==> config.mk <==
export PLATFORM = sky130hd
export DESIGN_NAME = sram_burst_reader
export DESIGN_NICKNAME = d
export VERILOG_FILES = /design/src/rtl/sram_burst_reader.sv
export SDC_FILE = /design/constraint.sdc
export NUM_CORES = 1
export LEC_CHECK = 0
export CAP_MARGIN = 20
export CORE_UTILIZATION = 58
export DETAILED_ROUTE_END_ITERATION = 10
export PLACE_DENSITY = 0.83
export SLEW_MARGIN = 0
export SYNTH_ARGS = -nofsm -noshare
export SYNTH_HDL_FRONTEND = slang
export SYNTH_SLANG_ARGS = --single-unit
==> constraint.sdc <==
create_clock -name clk -period 8.5 [get_ports clk]
set_input_delay 2.55 -clock clk [delete_from_list [all_inputs] [get_ports clk]]
set_output_delay 2.55 -clock clk [all_outputs]
set_load 0.005 [all_outputs]
==> src/rtl/sram_burst_reader.sv <==
// Burst read master for the single-read-port SRAM: issues contiguous reads
// and streams the returned words through a two-entry buffer.
module sram_burst_reader #(
    parameter int ADDR_WIDTH = 8,
    parameter int DATA_WIDTH = 16
) (
    input  logic                  clk,
    input  logic                  rst,
    input  logic                  start,
    input  logic [ADDR_WIDTH-1:0] base_addr,
    input  logic [ADDR_WIDTH:0]   length,
    output logic                  busy,
    output logic                  done,
    output logic [ADDR_WIDTH-1:0] mem_read_addr,
    input  logic [DATA_WIDTH-1:0] mem_read_data,
    output logic                  out_valid,
    output logic [DATA_WIDTH-1:0] out_data,
    output logic                  out_last,
    input  logic                  out_ready
);

    typedef enum logic [1:0] {
        IDLE,
        RUN,
        DONE
    } state_t;

    state_t                state_q;
    logic [ADDR_WIDTH-1:0] base_q;
    logic [ADDR_WIDTH:0]   len_q;
    logic [ADDR_WIDTH:0]   issue_q;
    logic [ADDR_WIDTH:0]   beat_q;
    logic                  inflight_q;
    logic [ADDR_WIDTH-1:0] addr_q;
    logic [DATA_WIDTH-1:0] head_q, head_d;
    logic [DATA_WIDTH-1:0] tail_q, tail_d;
    logic [1:0]            cnt_q, cnt_d;
    logic                  busy_q;
    logic                  done_q;

    logic                  pop;
    logic                  issue;
    logic [2:0]            occ;
    logic [ADDR_WIDTH-1:0] issue_addr;

    assign pop        = out_valid && out_ready;
    assign occ        = {1'b0, cnt_q} + {2'b00, inflight_q};
    assign issue      = (state_q == RUN) && (issue_q < len_q)
                        && (occ < 3'd2 + {2'b00, pop});
    assign issue_addr = base_q + issue_q[ADDR_WIDTH-1:0];

    // Address goes out combinationally so the SRAM sees it this cycle.
    assign mem_read_addr = issue ? issue_addr : addr_q;

    assign out_valid = (cnt_q != 2'd0);
    assign out_data  = head_q;
    assign out_last  = out_valid
                       && (beat_q == len_q - (ADDR_WIDTH+1)'(1));
    assign busy      = busy_q;
    assign done      = done_q;

    // Shift-style buffer: head is always the oldest word.
    always_comb begin
        head_d = head_q;
        tail_d = tail_q;
        cnt_d  = cnt_q;
        if (pop) begin
            head_d = tail_q;
            cnt_d  = cnt_q - 2'd1;
        end
        if (inflight_q) begin
            if (cnt_d == 2'd0) head_d = mem_read_data;
            else               tail_d = mem_read_data;
            cnt_d = cnt_d + 2'd1;
        end
    end

    always_ff @(posedge clk) begin
        if (rst) begin
            state_q    <= IDLE;
            base_q     <= '0;
            len_q      <= '0;
            issue_q    <= '0;
            beat_q     <= '0;
            inflight_q <= 1'b0;
            addr_q     <= '0;
            head_q     <= '0;
            tail_q     <= '0;
            cnt_q      <= '0;
            busy_q     <= 1'b0;
            done_q     <= 1'b0;
        end else begin
            inflight_q <= issue;
            head_q     <= head_d;
            tail_q     <= tail_d;
            cnt_q      <= cnt_d;
            if (issue) begin
                addr_q  <= issue_addr;
                issue_q <= issue_q + (ADDR_WIDTH+1)'(1);
            end
            if (pop) beat_q <= beat_q + (ADDR_WIDTH+1)'(1);
            unique case (state_q)
                IDLE: begin
                    done_q <= 1'b0;
                    if (start) begin
                        base_q  <= base_addr;
                        len_q   <= length;
                        issue_q <= '0;
                        beat_q  <= '0;
                        if (length != '0) begin
                            state_q <= RUN;
                            busy_q  <= 1'b1;
                        end else begin
                            state_q <= DONE;
                            done_q  <= 1'b1;
                        end
                    end
                end
                RUN: begin
                    if (pop && out_last) begin
                        state_q <= DONE;
                        busy_q  <= 1'b0;
                        done_q  <= 1'b1;
                    end
                end
                DONE: begin
                    done_q  <= 1'b0;
                    state_q <= IDLE;
                end
                default: state_q <= IDLE;
            endcase
        end
    end

endmodule

### After elaboration in Yosys (flattened, before gate mapping)

Cells that the tools add are included.

| storage, ports and cells | value |
|---|---|
| bits in registers | 82 |

| cells by class | value |
|---|---|
| add/subtract/negate cells | 8 |
| order comparisons | 2 |
| equal/unequal tests | 6 |
| muxes and demuxes | 24 |
| bitwise gates (word level) | 1 |
| reductions and logical operators | 16 |

Operator list:

| kind | count |
|---|---|
| 9-bit two-way mux | 6 |
| 16-bit two-way mux | 3 |
| 9-bit by 1-bit adder with 9-bit output, second input constant | 2 |
| 2-bit two-way mux | 5 |
| 9-bit equality test | 1 |
| 9-bit less-than comparator | 1 |
| 9-bit nonzero test | 1 |
| 9-bit by 1-bit subtractor with 9-bit output, second input constant | 1 |
| 8-bit adder | 1 |
| 8-bit two-way mux | 1 |
| 2-bit AND reduction | 4 |
| 1-bit two-way mux | 6 |
| 1-bit logical AND | 5 |
| 2-bit zero test | 2 |
| 2-bit != test, second input constant | 2 |
| 2-bit one-hot mux with 2 select lines | 1 |
| 4-bit AND reduction | 1 |
| 2-bit nonzero test | 2 |
| 2-bit by 1-bit adder with 3-bit output | 1 |
| 2-bit by 1-bit adder with 3-bit output, first input constant | 1 |
| 3-bit less-than comparator | 1 |
| 1-bit one-hot mux with 3 select lines | 1 |
| 3-bit nonzero test | 1 |
| 2-bit by 1-bit adder with 2-bit output, second input constant | 1 |
| other kinds (6) | 6 |

### Logic depth before layout (Yosys ltp)

| logic depth | value |
|---|---|
| word-level depth | 8 |
| mapped depth | 12 |
| gate-level depth less buffers | 10 |

### Least setup slack after synthesis

No wires, ideal clock.

| timing path | value |
|---|---|
| path type | input -> output |
| start | in out_ready |
| end | out mem_read_addr[1] |
| arrival time | 3.871 ns |
| required time | 5.950 ns |
| slack | 2.079 ns |
| cell stages on the path | 8 |
| path buffers | 2 |
| path through | nand2_1 > o21ai_0 > and4_1 > clkbuf_1 > nand2_1 > buf_2 > or2_2 > nand2_1 |

| between the ends | value |
|---|---|
| word-level cells in the longest chain between the ends | 5 |

Ends and longest elaborated chain:

| element | line | source |
|---|---|---|
| start: declaration | 19 | `input logic out_ready` |
| 1-bit logical AND | 46 | `assign pop = out_valid && out_ready;` |
| 2-bit by 1-bit adder with 3-bit output | 49 | `&& (occ < 3'd2 + {2'b00, pop});` |
| 3-bit less-than comparator | 49 |  |
| 1-bit logical AND | 49 |  |
| 8-bit two-way mux | - |  |
| end: declaration | 14 | `output logic [ADDR_WIDTH-1:0] mem_read_addr,` |

Every way passes these cells.

### Final worst setup path

Ends and elaborated chain as after synthesis.

==> results.yml <==
grt:
  antenna_found_initial: 0
  grt_max_degree: 68
  grt_use_total_pct: 27.1
  gr-total-overflow: 0
  grt_pass1_wl_um: 15900
  grt_pass1_vias: 3528
logic_synthesis:
  syn-mean-instance-area_um2: 7.98
  yosysSeqAreaShare_pct: 39.6
  synth-seq-cells: 82
  ys_warn_count: 0
  synth_cells: 519
  yosysUniqueCellTypes: 48
  syn_area_um2: 4140
  ys.flop_type: "dfxtp_1"
  async_flop_share_pct: 0
  synth_nets: 582
  synth_edf_count: 0
floorplan:
  std_cell_rows: 30
  die-area_um2: 7490
  core_um2: 6830
  die_w_um: 86.5
  die_y_um: 86.5
  io_pins: 65
  start_util_pct: 60.7
critical_path:
  start_kind: "input pin"
  r2r_cells: 9
  rrSetupSlack_ns: 5.70
  path_class: "input pin to primary output"
  end_kind: "primary output"
  reg2reg_to: "out_data[8]$_SDFF_PP0_"
  worstPathRequired_ns: 5.95
  reg2reg_from: "cnt_q[0]$_SDFF_PP0_"
  critPathArrivalTime_ns: 4.97
  cp_max_fo: 14
clock_network:
  clockBufferDepth: 2
  postCtsResizedCells: 0
  h-tree-depth: 3
  numCtsBuffers: 9
  cts_tree: "done"
  post_cts_buffers: 0
  clock_latency_ns: 0.37
  cts_hold_buf: 0
  cts-root-buf: "clkbuf_8"
  clk_pin_slew_ns: 0.09
  cts_sinks: 82
placement:
  gp_congestion: 0.822
  dp_hpwl_um: 6630
  portBuffers: 64
sta:
  fin_crit_ns: 7.52
  whs_ns: 0.462
  rsz0062_at_grt: "no"
  tns_ns: 0
  setup_viol_count_final: 0
  timing_worst_slew_pin_value_ns: 1.07
  slew_headroom_pct: 28.4
  max_freq_mhz: 133
  finalHoldViolCount: 0
  fin_crit_sh_pct: 88.5
  clock_skew_ns: 0.0136
  drv_slew: 0
power:
  leakage_nw: 1.91
  peakVddDrop_uv: 118
  powerDensity_nw_per_um2: 205
  p_total_mw: 1.03
cells_and_area:
  final_core_util_pct: 73.6
  drive_gt1_share_pct: 6.26
  n_antenna_cell: 0
  num-nets-final: 633
  area_growth_pct: 21.3
detailed_routing:
  drt_iter0_drc: 211
  via_per_inst: 5.55
  avgRoutedWirePerCell_um: 14.3
  ant_nets: 0
  vias: 3724
  wirelength_um: 9630
  drcViolationCount: 0
  drt_pass1_iterations: 5
worst_hold_path:
  hold_depth: 2
  hold_start: "tail_q[11]$_SDFFE_PP0P_"
  min_to: "tail_q[11]$_SDFFE_PP0P_"
  worstHoldPathType: "flop to flop"
flow_run:
  maxCapViolCount: 0
status:
  status: "finished, final reports clean"
worst max-delay path: stages:
cell and delay, ns:
clkdlybuf4s50_1 0.47, nand2_1 0.08, o21ai_0 0.17, and4_1 0.32
nand2_1 0.38, or2_2 0.43, nand2_1 0.06, clkdlybuf4s50_1 0.49
per-stage QoR:
| stage | setup WS (ns) | instances | instance area (um2) |
|---|---|---|---|
| 2_1_floorplan | 2.08 | 519 | 4140 |
| 3_3_place_gp | 1.04 | 654 | 4810 |
| 3_5_place_dp | 0.960 | 655 | 4820 |
| 4_1_cts | 0.971 | 671 | 5020 |
| 5_1_grt | 0.814 | 671 | 5020 |
| 6_report | 0.977 | 671 | 5020 |
cells in the mapped netlist, types with 2 or more instances:
| master | n | share of area [%] |
|---|---|---|
| a21o_1 | 2 | 0.36 |
| a21oi_1 | 51 | 6.2 |
| a311oi_1 | 16 | 3.4 |
| and3_1 | 5 | 0.75 |
| and4_1 | 2 | 0.42 |
| buf_1 | 7 | 0.63 |
| buf_2 | 2 | 0.24 |
| clkbuf_1 | 17 | 1.5 |
| dfxtp_1 | 82 | 40 |
| ha_1 | 25 | 7.5 |
| inv_1 | 25 | 2.3 |
| mux2_2 | 6 | 1.6 |
| mux2i_1 | 2 | 0.48 |
| nand2_1 | 124 | 11 |
| nand2b_1 | 4 | 0.60 |
| nand3_1 | 7 | 0.85 |
| nand4_1 | 7 | 1.1 |
| nor2_1 | 46 | 4.2 |
| nor2b_1 | 11 | 1.7 |
| nor3_1 | 3 | 0.36 |
| nor4_1 | 3 | 0.45 |
| o21a_1 | 2 | 0.36 |
| o21ai_0 | 12 | 1.4 |
| o31ai_1 | 2 | 0.36 |
| or2_2 | 2 | 0.30 |
| or3_1 | 4 | 0.60 |
| or4_1 | 3 | 0.54 |
| xnor2_1 | 11 | 2.3 |
| xor2_1 | 17 | 3.6 |
placed cells by master, fill, tap and decap left out, drive strengths merged, types with 6 or more instances in the layout:
master / instances
nand2: 124
dfxtp: 82
clkdlybuf4s50: 63
a21oi: 52
nor2: 47
inv: 27
ha: 25
xor2: 17
a311oi: 16
o21ai: 12
xnor2: 11
nor2b: 11
clkbuf: 10
nand3: 7
nand4: 7
mux2: 6
registers in the layout, summed over array words and instances (netlist names), 8 cells and up:
signal and count:
tail_q 16, beat_q 9, issue_q 9, len_q 9, out_data 16, addr_q 8, base_q 8
per-layer routing:
metal | part of all wire, % | track usage [%] | vias up
met4 | 2.2 | 9.24 | 0
met3 | 5.9 | 7.05 | 17
met1 | 44 | 33.8 | 1722
met5 | 0 | 0 | -
met2 | 48 | 45.7 | 127
li1 | - | - | 1858
worst max path at each step:
stage                     startpoint          endpoint  slack [ns]  cells past startpoint
after global placement     out_ready  mem_read_addr[1]        1.04                      8
after floorplan            out_ready  mem_read_addr[1]        2.08                      8
final                      out_ready  mem_read_addr[1]        0.98                      8
after detailed placement   out_ready  mem_read_addr[1]        0.96                      8
after CTS                  out_ready  mem_read_addr[1]        0.97                      8
after global routing       out_ready  mem_read_addr[1]        0.81                      8
layout make-up:
type,instances,area (um2)
multi-input cells,384,2290
inverters,25,93.8
fillers,551,1810
repair buffers,68,666
clock inverters,6,71.3
flip-flops and latches,82,1640
well taps,96,120
clock buffers,10,138
report_power, final:
part / switching (mW) / total, mW / internal (mW)
clock network: 0.152 / 0.299 / 0.146
registers: 0.0267 / 0.444 / 0.417
logic: 0.156 / 0.287 / 0.132
total: 0.335 / 1.03 / 0.695
logic make-up (layout without fill, tap and decap cells):
kind of cell / count (synthesis) / count (layout) / share of synthesized area [%]
and+or+nand+nor: 227 / 227 / 24.2
AOI/OAI and AO/OA: 94 / 94 / 14.5
DFF: 82 / 82 / 39.6
buffers and inverters: 53 / 109 / 5.07
xor gates and xnor gates: 29 / 29 / 6.49
adders and majority gates: 26 / 26 / 8.03
muxes: 8 / 8 / 2.11
Note: power is estimated with default switching activity, not from simulation.
